File: src/rtl/gpio_irq_controller.sv
// ============================================================================
// Module   : gpio_irq_controller
// Function : GPIO edge-enable config, pending latch, round-robin IRQ req/ack
// Revision : 1.0  initial release
// ============================================================================
`default_nettype none

module gpio_irq_controller #(
    parameter int WIDTH = 16,
    parameter int ID_W  = 4
) (
    input  logic              clk,
    input  logic              reset,
    input  logic [WIDTH-1:0]  edge_in,
    output logic [WIDTH-1:0]  rising_edge,
    output logic [WIDTH-1:0]  falling_edge,
    input  logic              cfg_we,
    input  logic              cfg_re,
    input  logic [1:0]        cfg_addr,
    input  logic [WIDTH-1:0]  cfg_wdata,
    output logic [WIDTH-1:0]  cfg_rdata,
    output logic              irq_req,
    output logic [ID_W-1:0]   irq_id,
    input  logic              irq_ack
);

    localparam logic [1:0] c_ST_IDLE = 2'd0;
    localparam logic [1:0] c_ST_REQ  = 2'd1;
    localparam logic [1:0] c_ST_GAP  = 2'd2;

    localparam logic [1:0] c_ADDR_RISE = 2'd0;
    localparam logic [1:0] c_ADDR_FALL = 2'd1;
    localparam logic [1:0] c_ADDR_MASK = 2'd2;
    localparam logic [1:0] c_ADDR_PEND = 2'd3;

    localparam logic [WIDTH-1:0] c_ONE_HOT0 = {{(WIDTH-1){1'b0}}, 1'b1};

    logic [1:0]        r_state;
    logic [1:0]        w_next_state;
    logic [WIDTH-1:0]  r_rise;
    logic [WIDTH-1:0]  r_fall;
    logic [WIDTH-1:0]  r_mask;
    logic [WIDTH-1:0]  r_pend;
    logic [ID_W-1:0]   r_ptr;
    logic [ID_W-1:0]   r_irq_id;
    logic [WIDTH-1:0]  r_rdata;

    logic [WIDTH-1:0]  w_eligible;
    logic              w_any;
    logic [ID_W-1:0]   w_sel;
    logic [ID_W:0]     w_sum;
    logic              w_req;
    logic              w_load;
    logic              w_ack;
    logic [WIDTH-1:0]  w_w1c;
    logic [WIDTH-1:0]  w_ack_clr;

    assign w_eligible = r_pend & r_mask;
    assign w_any      = |w_eligible;

    // Descending scan so the smallest offset from the pointer wins.
    always_comb begin
        w_sel = '0;
        w_sum = '0;
        for (int i = WIDTH - 1; i >= 0; i--) begin
            w_sum = {1'b0, r_ptr} + (ID_W + 1)'(i);
            if (w_sum >= (ID_W + 1)'(WIDTH))
                w_sum = w_sum - (ID_W + 1)'(WIDTH);
            if (w_eligible[w_sum[ID_W-1:0]])
                w_sel = w_sum[ID_W-1:0];
        end
    end

    // FSM state register
    always_ff @(posedge clk or negedge reset) begin
        if (!reset)
            r_state <= c_ST_IDLE;
        else
            r_state <= w_next_state;
    end

    // FSM next state
    always_comb begin
        w_next_state = r_state;
        case (r_state)
            c_ST_IDLE: if (w_any) w_next_state = c_ST_REQ;
            c_ST_REQ:  if (irq_ack) w_next_state = c_ST_GAP;
            c_ST_GAP:  w_next_state = c_ST_IDLE;
            default:   w_next_state = c_ST_IDLE;
        endcase
    end

    // FSM outputs
    always_comb begin
        w_req  = (r_state == c_ST_REQ);
        w_load = (r_state == c_ST_IDLE) && w_any;
        w_ack  = (r_state == c_ST_REQ) && irq_ack;
    end

    assign w_w1c     = (cfg_we && cfg_addr == c_ADDR_PEND) ? cfg_wdata : '0;
    assign w_ack_clr = w_ack ? (c_ONE_HOT0 << r_irq_id) : '0;

    always_ff @(posedge clk or negedge reset) begin
        if (!reset) begin
            r_rise   <= '0;
            r_fall   <= '0;
            r_mask   <= '0;
            r_pend   <= '0;
            r_ptr    <= '0;
            r_irq_id <= '0;
            r_rdata  <= '0;
        end else begin
            if (cfg_we) begin
                case (cfg_addr)
                    c_ADDR_RISE: r_rise <= cfg_wdata;
                    c_ADDR_FALL: r_fall <= cfg_wdata;
                    c_ADDR_MASK: r_mask <= cfg_wdata;
                    default:     ;
                endcase
            end
            // New edges always win over W1C and ack clears.
            r_pend <= (r_pend & ~(w_w1c | w_ack_clr)) | edge_in;
            if (cfg_re) begin
                case (cfg_addr)
                    c_ADDR_RISE: r_rdata <= r_rise;
                    c_ADDR_FALL: r_rdata <= r_fall;
                    c_ADDR_MASK: r_rdata <= r_mask;
                    default:     r_rdata <= r_pend;
                endcase
            end
            if (w_load)
                r_irq_id <= w_sel;
            if (w_ack)
                r_ptr <= (r_irq_id == ID_W'(WIDTH - 1)) ? '0 : r_irq_id + 1'b1;
        end
    end

    assign rising_edge  = r_rise;
    assign falling_edge = r_fall;
    assign cfg_rdata    = r_rdata;
    assign irq_req      = w_req;
    assign irq_id       = r_irq_id;

endmodule

`default_nettype wire

File: config.mk
export PLATFORM = sky130hd
export DESIGN_NAME = gpio_irq_controller
export DESIGN_NICKNAME = d
export VERILOG_FILES = /design/src/rtl/gpio_irq_controller.sv
export SDC_FILE = /design/constraint.sdc
export NUM_CORES = 1
export LEC_CHECK = 0
export CELL_PAD_IN_SITES_DETAIL_PLACEMENT = 1
export CELL_PAD_IN_SITES_GLOBAL_PLACEMENT = 1
export CORE_MARGIN = 4
export CORE_UTILIZATION = 47
export DETAILED_ROUTE_END_ITERATION = 8
export PLACE_DENSITY = 0.88
export SLEW_MARGIN = 40
export SYNTH_ARGS = -nofsm -noshare
export SYNTH_HDL_FRONTEND = slang
export SYNTH_SLANG_ARGS = --single-unit
File: constraint.sdc
create_clock -name clk -period 6.9 [get_ports clk]
set_input_delay 2.07 -clock clk [delete_from_list [all_inputs] [get_ports clk]]
set_output_delay 2.07 -clock clk [all_outputs]
set_load 0.02 [all_outputs]
==> results of run 1 <==
-- final cells by class --
cell class              count  share of cell area [%]
clock buffers              10                    2.98
clock inverters             6                    1.26
inverters                  13                   0.636
multi-input cells         442                    50.4
flip-flops and latches     90                    29.4
well taps                 172                    2.81
repair buffers             99                    12.6
-- worst paths after layout --
check | from | endpoint | slack, ps
max in group asynchronous | reset | r_ptr[2]$_DFFE_PN0P_ | 4060
hold / removal | cfg_rdata[4]$_DFFE_PN0P_ | cfg_rdata[4]$_DFFE_PN0P_ | 510
hold reg to reg | cfg_rdata[4]$_DFFE_PN0P_ | cfg_rdata[4]$_DFFE_PN0P_ | 510
setup reg to reg | r_ptr[1]$_DFFE_PN0P_ | irq_id[3]$_DFFE_PN0P_ | 2300
setup / recovery | r_ptr[1]$_DFFE_PN0P_ | irq_id[3]$_DFFE_PN0P_ | 2300
min in group asynchronous | reset | cfg_rdata[5]$_DFFE_PN0P_ | 1660
-- stage by stage --
stage          std cells  power [µW]
5_1_grt              832        4650
3_5_place_dp         814        3750
6_report             832        4430
2_1_floorplan        572        2850
3_3_place_gp         814        3640
4_1_cts              830        4350
-- worst register-to-register path, stage by stage, from the launching register on --
cell      delay (ps)
dfrtp_1          800
inv_2            370
ha_1             880
mux4_2           600
mux2_2           320
a21oi_1          510
nor3_1           130
a311oi_1         490
o21ai_0          170
a41o_1           250
-- state kept, by name, indices dropped and copies added (netlist names) --
signal and cells:
cfg_rdata 16, falling_edge 16, r_mask 16, r_pend 16, rising_edge 16, irq_id 4, r_ptr 4, r_state 2
-- logic make-up (layout without fill, tap and decap cells) --
family,Yosys count,in the layout,share of synthesized area [%]
multiplexers,125,125,29.6
adder cells (fa/ha/maj),13,13,2.59
buffers and inverters,40,128,2.99
flip-flops,90,90,35.9
AO/OA/AOI/OAI,118,118,13.6
XOR/XNOR,13,13,2.23
AND/OR/NAND/NOR,173,173,13.2
-- layer usage --
metal | GRT usage [%] | wire, µm | up-vias
met4 | 18.2 | 1340 | 0
met3 | 6.50 | 1800 | 103
met5 | 0 | 0 | -
met1 | 41.2 | 9080 | 2905
met2 | 54.8 | 12200 | 359
li1 | - | - | 2360
-- cells in the mapped netlist, types with 4 or more instances --
library cell   n  area share (%)
buf_2          6            0.48
a21oi_1       15             1.2
ha_1          13             2.6
xnor2_1        8             1.1
nand2b_1       6            0.60
a21o_1         4            0.48
a21boi_0       4            0.48
a31o_2        17             2.4
clkbuf_1      14            0.84
and2_1        14             1.4
inv_1          9            0.54
mux4_1         4             1.7
nand4_1        7            0.70
and3_1         5            0.50
nor2_1        32             1.9
nand2_1       69             4.1
nor3_1         9            0.72
nand3_1       14             1.1
nand4b_1       4            0.56
mux2i_1       10             1.6
dfrtp_1       90              36
mux2_2        74              13
o22ai_1        7            0.70
o21ai_0       25             2.0
mux4_2        34              12
-- power breakdown --
group | leakage, µW | switching (µW) | internal (µW)
registers | 0.00101 | 182 | 645
clock network | 0.000155 | 234 | 323
logic | 0.00178 | 1810 | 1240
==> flow_summary.toml, run 1 <==
[timing]
holdWs_ps = 512
worst-slew-pin-transition_ps = 760
finalCritPeriodShare_pct = 66.6
finalCriticalPeriod_ps = 4600
drv_slew = 0
fmax_mhz = 217
hold_viol_final = 0
relSlewSlack_pct = 49.3
rsz0062_at_grt = "no"
setup_ws_ps = 2300
setup_viol = 0
finalClockSkew_ps = 12.1
setup_tns_ps = 0

[synth]
post_synth_num_cell_types = 75
syn_area_per_cell_um2 = 11.0
synthesis.nets = 624
synth_edf_count = 0
synth-seq-area-share_pct = 35.9
syn-cell-area_um2 = 6270
netlist_instances = 572
ys_ff_latch = 90
ys.warnings.count = 0
synth_flop_cell = "dfrtp_1"
async_flop_share_pct = 100

[power]
cellLeakagePower_uw = 0.00295
p_per_area_nw_per_um2 = 577
ir_drop_mv = 0.203

[setup_path]
critPathBufInv = 1
path_delay_family = "compound AO/OA/AOI/OAI gates"
crit_chain = "inv_2, ha_1, mux4_2, mux2_2, a21oi_1, nor3_1, a311oi_1, o21ai_0, a41o_1"
required_ps = 7150
critPathKind = "reg -> reg"
crit_path_max_fanout = 17
cpPeakStageDelay_ps = 870
reg2regPathDepth = 9
cp_num_cells = 9
startpoint_type = "flip-flop"
critPathSlowestCell = "ha_1"
end_kind = "flip-flop"
cp.arrival_ps = 4850

[routing]
vias_per_cell = 6.88
first_iter_violations = 648
postRouteAntennaNets = 0
dr.pass1.iters = 5
drc = 0
via_count = 5727
wl_per_cell_um = 29.4
wl_mm = 24.5

[cts]
tritoncts = "built"
cts_hold_buf = 0
cts.clk_slew.worst_paths_ps = 80
cts_setup_buffers = 0
cts_resized = 0
numCtsBuffers = 9
cts-root-buf = "clkbuf_16"
cts.sinks = 90
h-tree-depth = 3
insertion_delay_ps = 360
cts_buffer_depth = 2

[grt]
track_usage_pct = 33.3
overflow = 0
grt_pass1_wl_mm = 37.5
grt_max_degree = 59
antenna_found_initial = 0
grt_pass1_vias = 6119

[placed_design]
pre_cts_slack_ps = 2290
hpwl_mm = 16.7
gp_congestion = 0.995
io_buffers = 91
placed_area_um2 = 7330

[floorplanning]
die_h_um = 124
coreArea_um2 = 12800
rows = 41
fp.dieW_um = 124
start_util_pct = 48.9
dieArea_um2 = 15300
io_pins = 92

[layout]
multi_input_comb_area_um2 = 3860
drive_gt1_share_pct = 25.0
syn2layout_area_growth_pct = 22.3
utilization_pct = 59.8
seq_area_um2 = 2250
final_area_um2 = 7670
num-fill-cells = 1350
layout_common_cells = "dfrtp_1, clkdlybuf4s50_1, mux2_2"
final_common_cell = "dfrtp_1"
nets = 707
antenna_cells = 0

[status]
outcome = "completed"

[run]
drv_cap = 0

[min_path]
whs_path_depth = 1
min_path_type = "reg -> reg"
Power figures use the tool's default switching activity.
==> inputs of run 2 (changes only) <==
Settings changed: CORE_UTILIZATION 47 to 40, PLACE_DENSITY 0.88 to 0.8.
Clock period 6.9 ns to 3.95 ns, I/O delays scaled along.
==> run 2 against run 1 <==
- via count fell by 4.0%
- setup slack got worse by 2100 ps
- largest power group unchanged
- combinational power rose by 76%
- non-clock buffer count rose by 14
- die area rose by 16%
- wire length fell by 8.1%
- utilization fell by 8.7 points
==> flow_summary.toml, run 2 (synthesis results as in run 1) <==
[status]
outcome = "completed"

[power]
cellLeakagePower_uw = 0.00301
p_per_area_nw_per_um2 = 981
finalPower_uw = 7660
ir_drop_mv = 0.473

[timing]
hold_viol_final = 0
holdWs_ps = 513
setup_ws_ps = 252
drv_slew = 0
finalClockSkew_ps = 5.52
rsz0062_at_grt = "no"
worst-slew-pin-transition_ps = 720
setup_viol = 0
finalCriticalPeriod_ps = 3700
finalCritPeriodShare_pct = 93.6
relSlewSlack_pct = 52.0
setup_tns_ps = 0
fmax_mhz = 270

[setup_path]
critPathSlowestCell = "ha_1"
startpoint_type = "flip-flop"
required_ps = 4190
reg2regPathDepth = 9
crit_chain = "inv_2, ha_1, mux4_2, mux2_2, a21oi_1, nor3_1, a311oi_1, o21ai_0, a41o_1"
critPathKind = "reg -> reg"
cp.arrival_ps = 3940
crit_path_max_fanout = 14
end_kind = "flip-flop"
cpPeakStageDelay_ps = 620

[floorplanning]
io_pins = 92
start_util_pct = 41.1
dieArea_um2 = 17800
die_h_um = 133
rows = 45
fp.dieW_um = 133
coreArea_um2 = 15300

[cts]
cts_resized = 0
tritoncts = "built"
insertion_delay_ps = 350
h-tree-depth = 3
cts-root-buf = "clkbuf_16"
cts_hold_buf = 0
cts.sinks = 90
cts_buffer_depth = 2
cts.clk_slew.worst_paths_ps = 80
numCtsBuffers = 9
cts_setup_buffers = 0

[layout]
syn2layout_area_growth_pct = 24.4
final_common_cell = "dfrtp_1"
antenna_cells = 0
nets = 721
drive_gt1_share_pct = 26.3
stdcell_count = 885
num-fill-cells = 1644
layout_common_cells = "dfrtp_1, clkdlybuf4s50_1, mux2_2"

[placed_design]
placed_cells = 869
pre_cts_slack_ps = 300
io_buffers = 91
gp_congestion = 1.00
hpwl_mm = 16.8

[routing]
postRouteAntennaNets = 0
wl_mm = 22.5
via_count = 5496
vias_per_cell = 6.21
drc = 0
first_iter_violations = 355
dr.pass1.iters = 5
wl_per_cell_um = 25.4

[grt]
grt_pass1_vias = 6237
grt_max_degree = 57
antenna_found_initial = 0
grt_pass1_wl_mm = 36.2
overflow = 0
track_usage_pct = 25.9

[min_path]
whs_path_depth = 1
min_path_type = "reg -> reg"

[run]
drv_cap = 0
run 2: cell types whose count changed in the layout (fill, tap and decap cells not counted), sizes merged:
cell           before  now
buf                11   24
bufinv              2    0
clkbuf             10    9
clkdlybuf4s50      88   89
clkinv              3    4
clkinvlp            1    2
inv                13   14
run 2: routing by layer:
layer	wire (µm)	share of wire (%)	global-route usage, %
met1	9350	42	33.1
met2	11100	50	43.7
met3	1180	5.3	4.27
met4	814	3.6	10.9
met5	0	0	0
run 2: final timing paths:
| path | startpoint | slack [ps] | to |
|---|---|---|---|
| min in group asynchronous | reset | 890 | r_pend[2]$_DFF_PN0_ |
| worst min register to register | cfg_rdata[5]$_DFFE_PN0P_ | 510 | cfg_rdata[5]$_DFFE_PN0P_ |
| worst max register to register | r_ptr[1]$_DFFE_PN0P_ | 250 | irq_id[3]$_DFFE_PN0P_ |
| worst min-delay path | cfg_rdata[5]$_DFFE_PN0P_ | 510 | cfg_rdata[5]$_DFFE_PN0P_ |
| worst max-delay path | r_ptr[1]$_DFFE_PN0P_ | 250 | irq_id[3]$_DFFE_PN0P_ |
| max in group asynchronous | reset | 2300 | r_ptr[3]$_DFFE_PN0P_ |
run 2: area by class of cell:
| type | instances | area, µm² | area share (%) |
|---|---|---|---|
| Multi-Input combinational cell | 442 | 3860 | 49.4 |
| Sequential cell | 90 | 2250 | 28.9 |
| Timing Repair Buffer | 113 | 1080 | 13.9 |
| Tap cell | 211 | 264 | 3.38 |
| Clock buffer | 9 | 225 | 2.89 |
| Clock inverter | 7 | 73.8 | 0.946 |
| Inverter | 13 | 48.8 | 0.625 |
run 2: stage by stage:
step           instance area (µm²)  utilization, %
2_1_floorplan                 6270               -
3_3_place_gp                  7500            49.1
3_5_place_dp                  7500            49.2
4_1_cts                       7800            51.1
5_1_grt                       7800            51.1
6_report                      7800            51.1
run 2: where the power goes:
group	internal (µW)	switching, µW	total (µW)
Sequential	1130	269	1400
Combinational	2290	3090	5380
Clock	447	429	876
Total	3870	3790	7660
run 2: worst max-delay path: cells and delay by family, from the launching register on:
kind | cells | cell delay [ps]
AOI/OAI and AO/OA | 4 | 1330
adders and majority gates | 1 | 620
buffers and inverters | 1 | 90
DFF | 1 | 540
muxes | 2 | 900
and+or+nand+nor | 1 | 130
==> inputs of run 3 (changes only) <==
Settings changed: GPL_TIMING_DRIVEN set to 0, SETUP_SLACK_MARGIN set to 0.02.
==> run 3 against run 2 <==
- clock skew rose by 6.6 ps
- global-route usage fell by 0.17 points
- combinational power rose by 1%
- non-clock buffer count rose by 6
- sequential power barely moved
- wire length rose by 0.28%
- maximum frequency fell by 1.6%
- hold slack improved by 3.0 ps
- final cell count rose by 0.68%
- die area did not move
- total power rose by 1.4%
- via count rose by 0.49%
==> flow_summary.toml, run 3 (synthesis results as in run 1) <==
[setup_path]
crit_path_max_fanout = 13
end_kind = "flip-flop"
crit_chain = "inv_2, clkbuf_4, ha_1, buf_2, inv_2, mux4_2, a22o_1, nor2_2, mux2_2, a32o_1, a21o_1, a211o_1"
cp_num_cells = 12
path_delay_family = "multiplexers"
endpoint = "irq_id[1]$_DFFE_PN0P_"
startpoint_type = "flip-flop"
required_ps = 4180
critPathKind = "reg -> reg"
critPathSlowestCell = "mux4_2"
critPathBufInv = 4
crit_start = "r_ptr[1]$_DFFE_PN0P_"
cp.arrival_ps = 3990
cpMostUsedCell = "inv_2"
r2r_slack_ps = 190
reg2regPathDepth = 12
cpPeakStageDelay_ps = 560
r2r-start = "r_ptr[1]$_DFFE_PN0P_"
worstReg2RegEnd = "irq_id[1]$_DFFE_PN0P_"

[placed_design]
gp_congestion = 0.928
pre_cts_slack_ps = -342
hpwl_mm = 17.0
placed_area_um2 = 7490
placed_cells = 875
io_buffers = 90

[layout]
stdcell_count = 891
antenna_cells = 0
syn2layout_area_growth_pct = 25.0
num-fill-cells = 1628
drive_gt1_share_pct = 26.2
nets = 727
final_area_um2 = 7840
layout_common_cells = "dfrtp_1, clkdlybuf4s50_1, mux2_2"

[floorplanning]
dieArea_um2 = 17800
rows = 45
io_pins = 92
start_util_pct = 41.1
fp.dieW_um = 133
coreArea_um2 = 15300
die_h_um = 133

[timing]
drv_slew = 0
finalClockSkew_ps = 12.2
relSlewSlack_pct = 51.8
rsz0062_at_grt = "no"
fmax_mhz = 266
setup_ws_ps = 193
holdWs_ps = 516
worst-slew-pin-transition_ps = 723
hold_viol_final = 0
finalCriticalPeriod_ps = 3760
finalCritPeriodShare_pct = 95.1
setup_viol = 0
setup_tns_ps = 0

[cts]
cts.sinks = 90
cts-root-buf = "clkbuf_16"
cts.clk_slew.worst_paths_ps = 70
insertion_delay_ps = 360
cts_buffer_depth = 2
tritoncts = "built"
h-tree-depth = 3
numCtsBuffers = 9

[routing]
vias_per_cell = 6.20
wl_per_cell_um = 25.3
drc = 0
first_iter_violations = 365
dr.pass1.iters = 6
wl_mm = 22.5
postRouteAntennaNets = 0
via_count = 5523

[power]
p_per_area_nw_per_um2 = 990
internal_power_uw = 3900
cellLeakagePower_uw = 0.00299
net-switching-power_uw = 3870
power_frac_seq_pct = 17.7
p_clk_share_pct = 11.9
netSwitchingFraction_pct = 49.8
ir_drop_mv = 0.349
power_frac_comb_pct = 70.4

[status]
outcome = "completed"

[grt]
track_usage_pct = 25.7
overflow = 0
grt_pass1_wl_mm = 35.6
antenna_found_initial = 0
grt_pass1_vias = 6133
grt_max_degree = 62

[run]
drv_cap = 0

[min_path]
whs_path_depth = 1
min_path_type = "reg -> reg"
run 3: how the worst min path moves through the flow:
stage | startpoint | end
after floorplan | r_mask[11]$_DFFE_PN0P_ | r_mask[11]$_DFFE_PN0P_
after global placement | cfg_rdata[15]$_DFFE_PN0P_ | cfg_rdata[15]$_DFFE_PN0P_
after detailed placement | cfg_rdata[6]$_DFFE_PN0P_ | cfg_rdata[6]$_DFFE_PN0P_
after CTS | cfg_rdata[6]$_DFFE_PN0P_ | cfg_rdata[6]$_DFFE_PN0P_
after global routing | cfg_rdata[11]$_DFFE_PN0P_ | cfg_rdata[11]$_DFFE_PN0P_
final | cfg_rdata[6]$_DFFE_PN0P_ | cfg_rdata[6]$_DFFE_PN0P_
run 3: area by class of cell:
class | instances | area, µm² | area share [%]
multi-input cells | 442 | 3870 | 49.4
flip-flops and latches | 90 | 2250 | 28.7
repair buffers | 92 | 935 | 11.9
well taps | 211 | 264 | 3.37
clock buffers | 10 | 239 | 3.05
plain buffers | 27 | 146 | 1.87
clock inverters | 6 | 82.6 | 1.05
inverters | 13 | 51.3 | 0.654
run 3: per-stage QoR:
stage | utilization (%) | power, µW
final | 51.4 | 7760
after global routing | 51.4 | 8220
after detailed placement | 49.1 | 6620
after CTS | 51.2 | 7620
after floorplan | - | 4970
after global placement | 48.8 | 6470
run 3: routing by layer:
layer  track usage, %  wire [µm]
met3             4.95       1200
met4             10.5        663
met2             44.1      11500
met1             32.0       9170
met5                0          0
run 3: timing repair:
item / CTS / global route
resized for setup: 5 / 8
endpoints found under the setup margin: 4 / 4
setup buffers: 0 / 0
hold buffers: 0 / 0
run 3: worst register-to-register path, cell delays in order (launching register included):
cell and delay [ps]:
dfrtp_2 480, inv_2 150, clkbuf_4 280, ha_1 260, buf_2 190, inv_2 120
mux4_2 560, a22o_1 280, nor2_2 280, mux2_2 380, a32o_1 210, a21o_1 190
a211o_1 250
run 3: power groups by stage:
stage | Clock, µW | Sequential [µW] | Combinational [µW]
finish | 926 | 1370 | 5460
global route | 984 | 1400 | 5830
CTS | 941 | 1370 | 5310
detailed placement | 0 | 1370 | 5240
global placement | 0 | 1360 | 5120
floorplan | 0 | 1440 | 3530
